[src/rtl/sl_pkg.sv]
// Shared types and constants for the SL serial link.
// Used by both the transmitter and the receiver.
package sl_pkg;

  typedef enum logic [1:0] {
    IDLE,
    PULSE,
    GAP
  } sl_state_t;

  typedef enum logic [1:0] {
    DATA,
    PARITY,
    STOP
  } sl_sym_t;

  localparam int SL_MIN_LEN   = 8;
  localparam int SL_MAX_LEN   = 32;
  localparam int SL_PULSE_LEN = 16;
  localparam int SL_GAP_LEN   = 16;

endpackage

[src/rtl/sl_transmitter.sv]
// SL link transmitter: serialises a 8..32 bit word LSB first,
// then odd parity, then a stop symbol, on the sl0/sl1 lines.
module sl_transmitter
  import sl_pkg::*;
#(
  parameter int PULSE_LEN = SL_PULSE_LEN,
  parameter int GAP_LEN   = SL_GAP_LEN,
  parameter int MAX_LEN   = SL_MAX_LEN
) (
  input  logic        clk,
  input  logic        reset,
  input  logic [31:0] data_in,
  input  logic [5:0]  word_len,
  input  logic        start,
  output logic        busy,
  output logic        done,
  output logic        len_err,
  output logic        sl0,
  output logic        sl1
);

  localparam int TMAX = (PULSE_LEN > GAP_LEN) ? PULSE_LEN : GAP_LEN;
  localparam int TW   = (TMAX > 1) ? $clog2(TMAX) : 1;
  localparam logic [TW-1:0] P_END = TW'(PULSE_LEN - 1);
  localparam logic [TW-1:0] G_END = TW'(GAP_LEN - 1);

  sl_state_t   state, state_n;
  sl_sym_t     sym, sym_n;
  logic [TW-1:0] timer, timer_n;
  logic [5:0]  bit_cnt, bit_n;
  logic [5:0]  len_q, len_n;
  logic [31:0] shreg, shreg_n;
  logic        par, par_n;
  logic        busy_n, done_n, len_err_n;
  logic        sl0_n, sl1_n;
  logic        len_ok, bit_v;
  logic [31:0] mask;

  assign len_ok = (word_len >= 6'(SL_MIN_LEN)) &&
                  ({26'd0, word_len} <= 32'(MAX_LEN));
  // A shift of 32 yields zero, so a full-width word masks to all ones.
  assign mask = ~(32'hFFFF_FFFF << word_len);

  always_comb begin
    state_n   = state;
    sym_n     = sym;
    timer_n   = timer;
    bit_n     = bit_cnt;
    len_n     = len_q;
    shreg_n   = shreg;
    par_n     = par;
    done_n    = 1'b0;
    len_err_n = 1'b0;
    unique case (state)
      IDLE: begin
        if (start) begin
          if (len_ok) begin
            state_n = PULSE;
            sym_n   = DATA;
            timer_n = '0;
            bit_n   = '0;
            len_n   = word_len;
            shreg_n = data_in;
            par_n   = ~^(data_in & mask);
          end else begin
            len_err_n = 1'b1;
          end
        end
      end
      PULSE: begin
        if (timer == P_END) begin
          state_n = GAP;
          timer_n = '0;
        end else begin
          timer_n = timer + TW'(1);
        end
      end
      GAP: begin
        if (timer == G_END) begin
          state_n = PULSE;
          timer_n = '0;
          unique case (sym)
            DATA: begin
              if (bit_cnt < len_q - 6'd1) begin
                bit_n   = bit_cnt + 6'd1;
                shreg_n = shreg >> 1;
              end else begin
                sym_n = PARITY;
              end
            end
            PARITY: sym_n = STOP;
            STOP: begin
              state_n = IDLE;
              done_n  = 1'b1;
            end
            default: state_n = IDLE;
          endcase
        end else begin
          timer_n = timer + TW'(1);
        end
      end
      default: state_n = IDLE;
    endcase

    // Lines are registered from the next state so they track it exactly.
    bit_v = (sym_n == PARITY) ? par_n : shreg_n[0];
    sl0_n = 1'b1;
    sl1_n = 1'b1;
    if (state_n == PULSE) begin
      sl0_n = (sym_n != STOP) && bit_v;
      sl1_n = (sym_n != STOP) && !bit_v;
    end
    busy_n = (state_n != IDLE);
  end

  always_ff @(posedge clk) begin
    if (reset) begin
      state   <= IDLE;
      sym     <= DATA;
      timer   <= '0;
      bit_cnt <= '0;
      len_q   <= '0;
      shreg   <= '0;
      par     <= 1'b0;
      busy    <= 1'b0;
      done    <= 1'b0;
      len_err <= 1'b0;
      sl0     <= 1'b1;
      sl1     <= 1'b1;
    end else begin
      state   <= state_n;
      sym     <= sym_n;
      timer   <= timer_n;
      bit_cnt <= bit_n;
      len_q   <= len_n;
      shreg   <= shreg_n;
      par     <= par_n;
      busy    <= busy_n;
      done    <= done_n;
      len_err <= len_err_n;
      sl0     <= sl0_n;
      sl1     <= sl1_n;
    end
  end

endmodule

[config.mk]
export PLATFORM = sky130hd
export DESIGN_NAME = sl_transmitter
export DESIGN_NICKNAME = d
export VERILOG_FILES = /design/src/rtl/sl_pkg.sv /design/src/rtl/sl_transmitter.sv
export SDC_FILE = /design/constraint.sdc
export NUM_CORES = 1
export LEC_CHECK = 0
export ABC_AREA = 1
export CORE_MARGIN = 3
export CORE_UTILIZATION = 60
export CTS_CLUSTER_DIAMETER = 40
export DETAILED_ROUTE_END_ITERATION = 7
export GPL_ROUTABILITY_DRIVEN = 0
export PLACE_DENSITY = 0.82
export SLEW_MARGIN = 25
export SYNTH_ARGS = -nofsm -noshare
export SYNTH_HDL_FRONTEND = slang
export SYNTH_SLANG_ARGS = --single-unit
export TNS_END_PERCENT = 30
[constraint.sdc]
create_clock -name clk -period 3.65 [get_ports clk]
set_clock_uncertainty 0.15 [all_clocks]
set_input_delay 0.5475 -clock clk [delete_from_list [all_inputs] [get_ports clk]]
set_output_delay 0.5475 -clock clk [all_outputs]
set_load 0.05 [all_outputs]
=== Yosys cells after proc, flatten, opt, wreduce, memory -nomap -nowiden ===
Cells that the tools add are included.

* Input bits: 41
* Word-level logic and storage cells: 92
* Output and inout bits: 5
* Register bits after elaboration: 58

* Shift-type cells: 1
* Equal/unequal tests: 13
* $add $sub $neg: 3
* $lt $le $gt $ge: 3
* Multiplexer cells: 34
* Reductions and logical operators: 18
* Bitwise operators: 7

{| class="wikitable"
|+ Operator list
! operator !! number
|-
| $mux 32 || 5
|-
| $pmux 32 s2 || 1
|-
| $and 32x32->32 || 1
|-
| $not 32->32 || 1
|-
| $reduce_xnor 32->1 || 1
|-
| $shl 32x6->32 const A || 1
|-
| $mux 6 || 5
|-
| $mux 2 || 8
|-
| $mux 4 || 3
|-
| $pmux 6 s2 || 1
|-
| $ne 2x2->1 const B || 5
|-
| $eq 2x1->1 const B || 4
|-
| $pmux 2 s2 || 2
|-
| $pmux 4 s2 || 1
|-
| $mux 1 || 7
|-
| $add 6x1->6 const B || 1
|-
| $ge 6x4->1 const B || 1
|-
| $le 6x6->1 const B || 1
|-
| $lt 6x6->1 || 1
|-
| $pmux 2 s3 || 1
|-
| $reduce_and 3->1 || 2
|-
| $reduce_and 6->1 || 1
|-
| $reduce_bool 2->1 || 3
|-
| $reduce_or 2->1 || 3
|-
| 10 further kinds || 19
|}

=== Longest topological paths before layout ===
Gate-level depths: netlist (run 1).

* Word-level depth: 10
* Gate-level depth with buffers: 20
* Depth with buffers taken out: 20

=== Worst setup path before layout (run 1) ===
OpenSTA, ideal clock, no wires.

* Kind: reg2reg
* Start: register len_q[2]
* End: register shreg[10]
* Stages on the path, launching flop included: 18
* Arrival time: 2,245 ps
* Buffers on the path: 2
* Period minus slack after synthesis: 2,481 ps
* Slack: 1,169 ps
* Data required time: 3,414 ps
* Setup time: 86 ps
* Cells stage by stage: dfxtp_1 -> inv_1 -> nand3_1 -> nor3_1 -> xor2_1 -> inv_1 -> ha_1 -> nand2_1 -> nor2_1 -> nor2_1 -> nand2_1 -> nor2_1 -> nand2_1 -> nand2_1 -> nand2_2 -> buf_4 -> buf_6 -> a211oi_1

* Word-level cells in the longest chain between the ends: 4

{| class="wikitable"
|+ RTL lines
! element !! RTL line !! RTL
|-
| from (decl) || sl_transmitter.sv:31 || <nowiki>logic [5:0] len_q, len_n;</nowiki>
|-
| from (signal assigned) || sl_transmitter.sv:135 || <nowiki>len_q <= len_n;</nowiki>
|-
| $sub 6x1->6 || sl_transmitter.sv:84 || <nowiki>if (bit_cnt < len_q - 6'd1) begin</nowiki>
|-
| $lt 6x6->1 || sl_transmitter.sv:84 ||
|-
| $ne 2x2->1 (no line) || - ||
|-
| $reduce_and 6->1 (no line) || - ||
|-
| to (signal assigned) || sl_transmitter.sv:136 || <nowiki>shreg <= shreg_n;</nowiki>
|-
| to (decl) || sl_transmitter.sv:32 || <nowiki>logic [31:0] shreg, shreg_n;</nowiki>
|}

No other way between the ends.
A chain may end at the register's enable or synchronous reset.

=== Worst setup path in the final report (run 1) ===
* Start: register len_q[2]
* End: register shreg[2]

The elaborated chain is that of the path after synthesis.

==> impl_metrics.sql, run 1 <==
INSERT INTO impl_metrics (metric_group, metric, value, unit) VALUES
('die', 'dieArea', '7864', 'µm²'),
('global_routing', 'remaining_overflow_grt', '0', ''),
('worst_setup_path', 'critical_path.slowest_cell', 'dfxtp_1', ''),
('clocking', 'insertion_delay', '0.34', 'ns'),
('logic_synthesis', 'postSynthRegisterBits', '58', ''),
('logic_synthesis', 'synth_seq_area_share', '28.31', '%'),
('routing', 'per_cell_routed_wire_length', '13.93', 'µm'),
('worst_setup_path', 'cpPeakStageDelay', '0.33', 'ns'),
('logic_synthesis', 'synth_area_per_cell', '6.186', 'µm²'),
('placed_design', 'dpl.hpwl', '8174', 'µm'),
('timing', 'fmax', '0.3401', 'GHz'),
('global_routing', 'first_global_vias', '4020', ''),
('die', 'number_of_top_level_pins', '46', ''),
('worst_setup_path', 'worst-path-max-fanout', '62', ''),
('global_routing', 'grt_usage', '29.03', '%'),
('job', 'drv.max_cap_violation_count', '0', ''),
('logic_synthesis', 'ys_types', '35', ''),
('worst_setup_path', 'rr_endpoint', 'shreg[2]$_SDFFE_PP0P_', ''),
('worst_setup_path', 'cells_along_the_critical_path', 'inv_1, nand3_1, nor3_1, xor2_1, inv_1, ha_1, nand2_1, nor2_1, o21ai_0, nand2_1, nor2_1, nand2_1, nand2_1, nand2_2, buf_12, a211oi_1, a211oi_1', ''),
('worst_setup_path', 'worst_path_most_repeated_cell', 'nand2_1', ''),
('clocking', 'tritoncts_clock_tree', 'yes', ''),
('logic_synthesis', 'post_synth_instance_area', '4101', 'µm²'),
('cells_and_area', 'num_antenna_cells', '0', ''),
('logic_synthesis', 'synth_warnings', '0', ''),
('die', 'dieHeight', '88.68', 'µm'),
('run_status', 'outcome', 'finished clean', ''),
('power_and_ir_drop', 'p_per_area', '356.8', 'nW/µm²'),
('logic_synthesis', 'cell_count_after_synthesis', '663', ''),
('power_and_ir_drop', 'ir_worst_vdd', '0.0001689', 'V'),
('clocking', 'cts_repair_resize_count', '0', ''),
('logic_synthesis', 'synthFlopType', 'dfxtp_1', ''),
('timing', 'hold_slack', '0.3141', 'ns'),
('logic_synthesis', 'synth_enable_flop_cells', '0', ''),
('cells_and_area', 'seqCellArea', '1161', 'µm²'),
('logic_synthesis', 'async_reset_ff_share', '0', '%'),
('worst_setup_path', 'reg2reg_setup_slack', '0.71', 'ns'),
('timing', 'rsz0062_at_grt', 'false', ''),
('clocking', 'clkSlewWorstSetupHoldPaths', '0.06', 'ns'),
('cells_and_area', 'design.final.nets', '751', ''),
('clocking', 'ctsHoldBuffers', '0', ''),
('power_and_ir_drop', 'post-layout-total-power', '1.688', 'mW'),
('routing', 'drt-initial-drc-count', '363', ''),
('worst_setup_path', 'crit_path_end_kind', 'register', ''),
('worst_setup_path', 'critical_path_arrival', '2.99', 'ns'),
('logic_synthesis', 'synth_compound_gate_area_share', '17.69', '%'),
('routing', 'routed_wl', '10860', 'µm'),
('clocking', 'cts.htree.levels', '3', ''),
('timing', 'fin_crit_sh', '80.55', '%'),
('global_routing', 'grt_start_max_net_pins', '63', ''),
('min_path', 'min_path_cells', '2', ''),
('worst_setup_path', 'path_class', 'register to register', ''),
('timing', 'setup_total_negative_slack', '0', 'ns'),
('die', 'die_width', '88.68', 'µm'),
('cells_and_area', 'area.growth.synth_to_final', '15.38', '%'),
('routing', 'drcViolationCount', '0', ''),
('timing', 'final_max_slew_viol_count', '0', ''),
('cells_and_area', 'n_fill_cell', '557', ''),
('global_routing', 'grt_first_pass_wirelength', '18070', 'µm'),
('clocking', 'cts.sinks', '58', ''),
('timing', 'setup_viol', '0', ''),
('global_routing', 'grt_antenna_before_repair', '0', ''),
('routing', 'routed-via-count', '4384', ''),
('logic_synthesis', 'share_of_synthesized_area_spent_on_multiplexers', '0', '%'),
('clocking', 'cts_post_setup_buffers_inserted', '0', ''),
('logic_synthesis', 'synth-simple-area-share', '36.33', '%'),
('clocking', 'ctsLongestPathBuffers', '2', ''),
('timing', 'period_needed', '2.940', 'ns'),
('logic_synthesis', 'largest_family_of_logic_cells_by_synthesized_area', 'simple AND/OR/NAND/NOR gates', ''),
('die', 'floorplan.core_area', '6495', 'µm²'),
('worst_setup_path', 'start_kind', 'register', ''),
('placed_design', 'port-buffer-count', '45', '');
metrics by stage:
step	cell area (µm²)	cells	setup slack, ns
after CTS	4732	780	0.7432
final	4732	780	0.7099
after global placement	4568	764	0.5023
after detailed placement	4568	764	0.4672
after global routing	4732	780	0.4539
after floorplan	4101	663	1.169
synthesized netlist by cell type (all sizes together), types with 2 or more instances:
cell type,count,share of area (%)
or2,3,0.46
and3,2,0.31
nand4,2,0.31
dfxtp,58,28
nor3,41,5.0
clkbuf,17,1.6
o21ai,18,2.2
buf,9,1.6
nand3,56,7.1
a21oi,15,1.9
a211oi,66,12
nand2,204,19
ha,12,3.7
a31oi,2,0.31
xor2,3,0.64
inv,109,10
nor2,36,3.8
nor3b,2,0.37
power by group:
part	switching (mW)	leakage (nW)	total, mW	internal, mW
sequential	0.0197	0.476	0.705	0.685
clock	0.239	0.0872	0.501	0.262
combinational	0.299	1.63	0.482	0.183
total	0.558	2.20	1.69	1.13
critical path: cells and delay by family, from the launching register on:
family / cells / cell delay (ns)
AOI/OAI and AO/OA: 3 / 0.42
adders and majority gates: 1 / 0.28
buffers and inverters: 3 / 0.36
DFF: 1 / 0.33
and+or+nand+nor: 9 / 1.06
xor gates and xnor gates: 1 / 0.17
registers in the layout, indices dropped and copies added, names as in the netlist:
signal and cells:
bit_cnt 6, done 1, par 1, sl0 1
state 2, sym 2, busy 1, shreg 32
len_q 6, len_err 1, sl1 1, timer 4
cells by family after synthesis:
kind of cell	Yosys count
simple gates	347
buf+inv	135
compound gates	107
flops	58
fa+ha+maj	12
xor+xnor	4
final cells by class:
cell class | instances | share of cell area, %
multi-input cells | 470 | 50.74
flip-flops and latches | 58 | 24.54
repair buffers | 50 | 10.58
inverters | 109 | 8.646
clock buffers | 13 | 3.146
well taps | 77 | 2.036
clock inverters | 3 | 0.3173
metal layers:
layer | GRT usage [%] | vias to the layer above | routed length, µm
li1 | - | 2248 | -
met1 | 38.19 | 1992 | 4918
met2 | 47.77 | 121 | 5073
met3 | 3.538 | 23 | 547
met4 | 12.36 | 0 | 323
met5 | 0 | - | 0
how the worst max path moves through the flow:
stage,start,to,cells after the start
6_report,len_q[2]$_SDFFE_PP0P_,shreg[2]$_SDFFE_PP0P_,17
3_5_place_dp,word_len[5],shreg[7]$_SDFFE_PP0P_,11
4_1_cts,len_q[2]$_SDFFE_PP0P_,shreg[2]$_SDFFE_PP0P_,17
5_1_grt,len_q[0]$_SDFFE_PP0P_,shreg[29]$_SDFFE_PP0P_,17
3_3_place_gp,word_len[5],shreg[16]$_SDFFE_PP0P_,11
2_1_floorplan,len_q[2]$_SDFFE_PP0P_,shreg[10]$_SDFFE_PP0P_,17
cell usage in the layout, fill, tap and decap left out, types with 10 or more instances in the layout:
| cell type | netlist | final |
|---|---|---|
| dfxtp_1 | 58 | 58 |
| ha_1 | 12 | 12 |
| nand2_1 | 201 | 201 |
| inv_1 | 107 | 107 |
| clkbuf_8 | 0 | 10 |
| nor2_1 | 32 | 32 |
| a21oi_1 | 14 | 14 |
| a211oi_1 | 66 | 66 |
| o21ai_0 | 17 | 17 |
| clkdlybuf4s50_1 | 0 | 45 |
| nor3_1 | 41 | 41 |
| nand3_1 | 54 | 54 |
No activity file was read; power rests on OpenSTA's default activity.
==> inputs of run 2 (changes only) <==
Settings changed: CORE_UTILIZATION 60 to 57, PLACE_DENSITY 0.82 to 0.79.
Clock period 3.65 ns to 2.9 ns, I/O delays scaled along.
==> impl_metrics.sql, run 2 (synthesized netlist as in run 1, its figures left out) <==
INSERT INTO impl_metrics (metric_group, metric, value, unit) VALUES
('placed_design', 'postPlaceCellArea', '4707', 'µm²'),
('global_routing', 'remaining_overflow_grt', '0', ''),
('die', 'floorplan.core_area', '6869', 'µm²'),
('timing', 'setup_viol', '0', ''),
('power_and_ir_drop', 'p_per_area', '467.3', 'nW/µm²'),
('clocking', 'numCtsBuffers', '9', ''),
('routing', 'per_cell_routed_wire_length', '14.54', 'µm'),
('cells_and_area', 'drive_gt1_share', '10.75', '%'),
('worst_setup_path', 'ff2ff_path_depth', '17', ''),
('timing', 'hold_viol', '0', ''),
('clocking', 'clkSlewWorstSetupHoldPaths', '0.06', 'ns'),
('clocking', 'insertion_delay', '0.34', 'ns'),
('cells_and_area', 'area.growth.synth_to_final', '24.92', '%'),
('min_path', 'hold_path_startpoint', 'shreg[19]$_SDFFE_PP0P_', ''),
('cells_and_area', 'fraction_of_the_core_area_covered_by_cells_at_the_end_of_the_flow', '74.59', '%'),
('min_path', 'min_path_cells', '2', ''),
('routing', 'routed_via_density', '5.648', ''),
('global_routing', 'grt_first_pass_wirelength', '18600', 'µm'),
('timing', 'fin_ws', '0.1418', 'ns'),
('clocking', 'tritoncts_clock_tree', 'yes', ''),
('worst_setup_path', 'cells_along_the_critical_path', 'inv_2, nand3_2, nor3_2, xor2_1, inv_1, ha_4, nand2_2, nor2_1, nor2_1, nand2_1, nor2_2, nand2_2, nand2_4, nand2_8, clkbuf_16, a211oi_1, a211oi_1', ''),
('cells_and_area', 'registers.top_by_ff_count', 'shreg', ''),
('worst_setup_path', 'cpPeakStageDelay', '0.34', 'ns'),
('min_path', 'hold_class', 'register to register', ''),
('worst_setup_path', 'critical_path_arrival', '2.83', 'ns'),
('timing', 'setup_total_negative_slack', '0', 'ns'),
('worst_setup_path', 'crit_path_end_kind', 'register', ''),
('cells_and_area', 'mostFrequentLayoutCells', '198 x nand2_1, 105 x inv_1, 58 x dfxtp_1', ''),
('worst_setup_path', 'critical_path.slowest_cell', 'dfxtp_1', ''),
('cells_and_area', 'design.final.nets', '765', ''),
('cells_and_area', 'leading_cell_type_in_the_layout_fill_and_taps_excluded', 'nand2_1', ''),
('timing', 'worst_pin_slew', '0.4906', 'ns'),
('die', 'initial_core_util', '59.71', '%'),
('power_and_ir_drop', 'p_leak', '2.349', 'nW'),
('timing', 'max-slew-margin-rel', '67.19', '%'),
('timing', 'period_needed', '2.758', 'ns'),
('clocking', 'cts.sinks', '58', ''),
('timing', 'fmax', '0.3626', 'GHz'),
('min_path', 'hold-path-endpoint', 'shreg[19]$_SDFFE_PP0P_', ''),
('timing', 'fin_crit_sh', '95.11', '%'),
('cells_and_area', 'num_antenna_cells', '0', ''),
('run_status', 'outcome', 'finished clean', ''),
('global_routing', 'first_global_vias', '4146', ''),
('worst_setup_path', 'regToRegStartpoint', 'len_q[2]$_SDFFE_PP0P_', ''),
('worst_setup_path', 'path_class', 'register to register', ''),
('die', 'number_of_top_level_pins', '46', ''),
('worst_setup_path', 'rr_endpoint', 'shreg[12]$_SDFFE_PP0P_', ''),
('cells_and_area', 'largest_register_ff_count', '32', ''),
('routing', 'drt-initial-drc-count', '454', ''),
('clocking', 'cts.htree.levels', '3', ''),
('timing', 'final_max_slew_viol_count', '0', ''),
('job', 'drv.max_cap_violation_count', '0', ''),
('worst_setup_path', 'worst-path-buf-inv', '3', ''),
('clocking', 'cts_post_setup_buffers_inserted', '0', ''),
('placed_design', 'dpl.hpwl', '8214', 'µm'),
('cells_and_area', 'n_fill_cell', '554', ''),
('global_routing', 'grt_start_max_net_pins', '63', ''),
('placed_design', 'port-buffer-count', '45', ''),
('routing', 'routed_wl', '11810', 'µm'),
('global_routing', 'grt_antenna_before_repair', '0', ''),
('worst_setup_path', 'start_kind', 'register', ''),
('die', 'dieArea', '8249', 'µm²'),
('cells_and_area', 'fin_area', '5124', 'µm²'),
('worst_setup_path', 'critPathRequiredTime', '2.97', 'ns'),
('worst_setup_path', 'reg2reg_setup_slack', '0.14', 'ns'),
('timing', 'hold_slack', '0.3146', 'ns'),
('routing', 'drt_first_pass_iters', '5', ''),
('worst_setup_path', 'timing.critical_path.max_delay_family', 'simple AND/OR/NAND/NOR gates', ''),
('cells_and_area', 'largest_registers', 'shreg x32, bit_cnt x6, len_q x6', ''),
('power_and_ir_drop', 'ir_worst_vdd', '0.0002038', 'V'),
('routing', 'drcViolationCount', '0', ''),
('die', 'core.rowCount', '30', ''),
('die', 'die_width', '90.83', 'µm'),
('placed_design', 'placement.setup.worst_slack', '-0.02909', 'ns'),
('worst_setup_path', 'worst-path-max-fanout', '15', ''),
('routing', 'routed-via-count', '4586', ''),
('routing', 'detail-route-antenna-nets', '0', ''),
('global_routing', 'grt_usage', '27.23', '%'),
('clocking', 'cts_root_buffer', 'clkbuf_8', ''),
('worst_setup_path', 'cp_num_cells', '17', ''),
('die', 'dieHeight', '90.83', 'µm'),
('clocking', 'ctsLongestPathBuffers', '2', '');
run 2: cell types whose count changed in the layout (fill, tap and decap cells not counted), moves of 4 or more:
cell      delta
nor3_1       -4
a211oi_1    -13
nor3_2       +4
clkbuf_8     +4
buf_4       +10
a211oi_2    +13
run 2: tightest hold or removal path: stages (launching register included):
cell,delay [ns]
dfxtp_1,0.30
inv_1,0.06
a211oi_1,0.06
run 2: how the worst max path moves through the flow:
stage / start / to / slack, ns
3_3_place_gp: word_len[5] / sl0$_SDFF_PP1_ / 0.001
5_1_grt: len_q[1]$_SDFFE_PP0P_ / shreg[12]$_SDFFE_PP0P_ / -0.09
2_1_floorplan: len_q[2]$_SDFFE_PP0P_ / shreg[10]$_SDFFE_PP0P_ / 0.42
6_report: len_q[2]$_SDFFE_PP0P_ / shreg[12]$_SDFFE_PP0P_ / 0.14
4_1_cts: len_q[2]$_SDFFE_PP0P_ / shreg[4]$_SDFFE_PP0P_ / 0.05
3_5_place_dp: word_len[5] / sl0$_SDFF_PP1_ / -0.03
run 2: layer usage:
metal  share of wire [%]  vias up  wire length [µm]  global-route usage, %
met5                   0        -                 0                      0
met4                 2.9        0               342                  11.06
met3                 6.0       31               709                  3.250
met2                  48      179              5608                  45.71
met1                  44     2097              5145                  35.41
li1                    -     2279                 -                      -
run 2: timing repair:
item / 4_1_cts / 5_1_grt
gates resized for setup: 0 / 32
hold buffers: 0 / 0
setup endpoints to repair: 0 / 38
run 2: cell type report:
cell class	instances	area (µm²)	area share (%)
Clock buffer	14	192.7	3.761
Sequential cell	58	1161	22.66
Multi-Input combinational cell	470	2545	49.67
Tap cell	96	120.1	2.344
Timing Repair Buffer	64	665.6	12.99
Inverter	109	409.1	7.985
Clock inverter	1	30.03	0.5861
run 2: through the flow:
step	power, mW	std cells
after floorplan	1.330	663
after global placement	1.493	795
after detailed placement	1.518	795
after CTS	2.329	810
after global routing	2.516	812
final	2.394	812
run 2: report_power, final:
| part | internal (mW) | leakage, nW | switching [mW] |
|---|---|---|---|
| clock | 0.509 | 0.115 | 0.311 |
| combinational | 0.274 | 1.76 | 0.411 |
| sequential | 0.862 | 0.476 | 0.0261 |
| total | 1.65 | 2.35 | 0.749 |
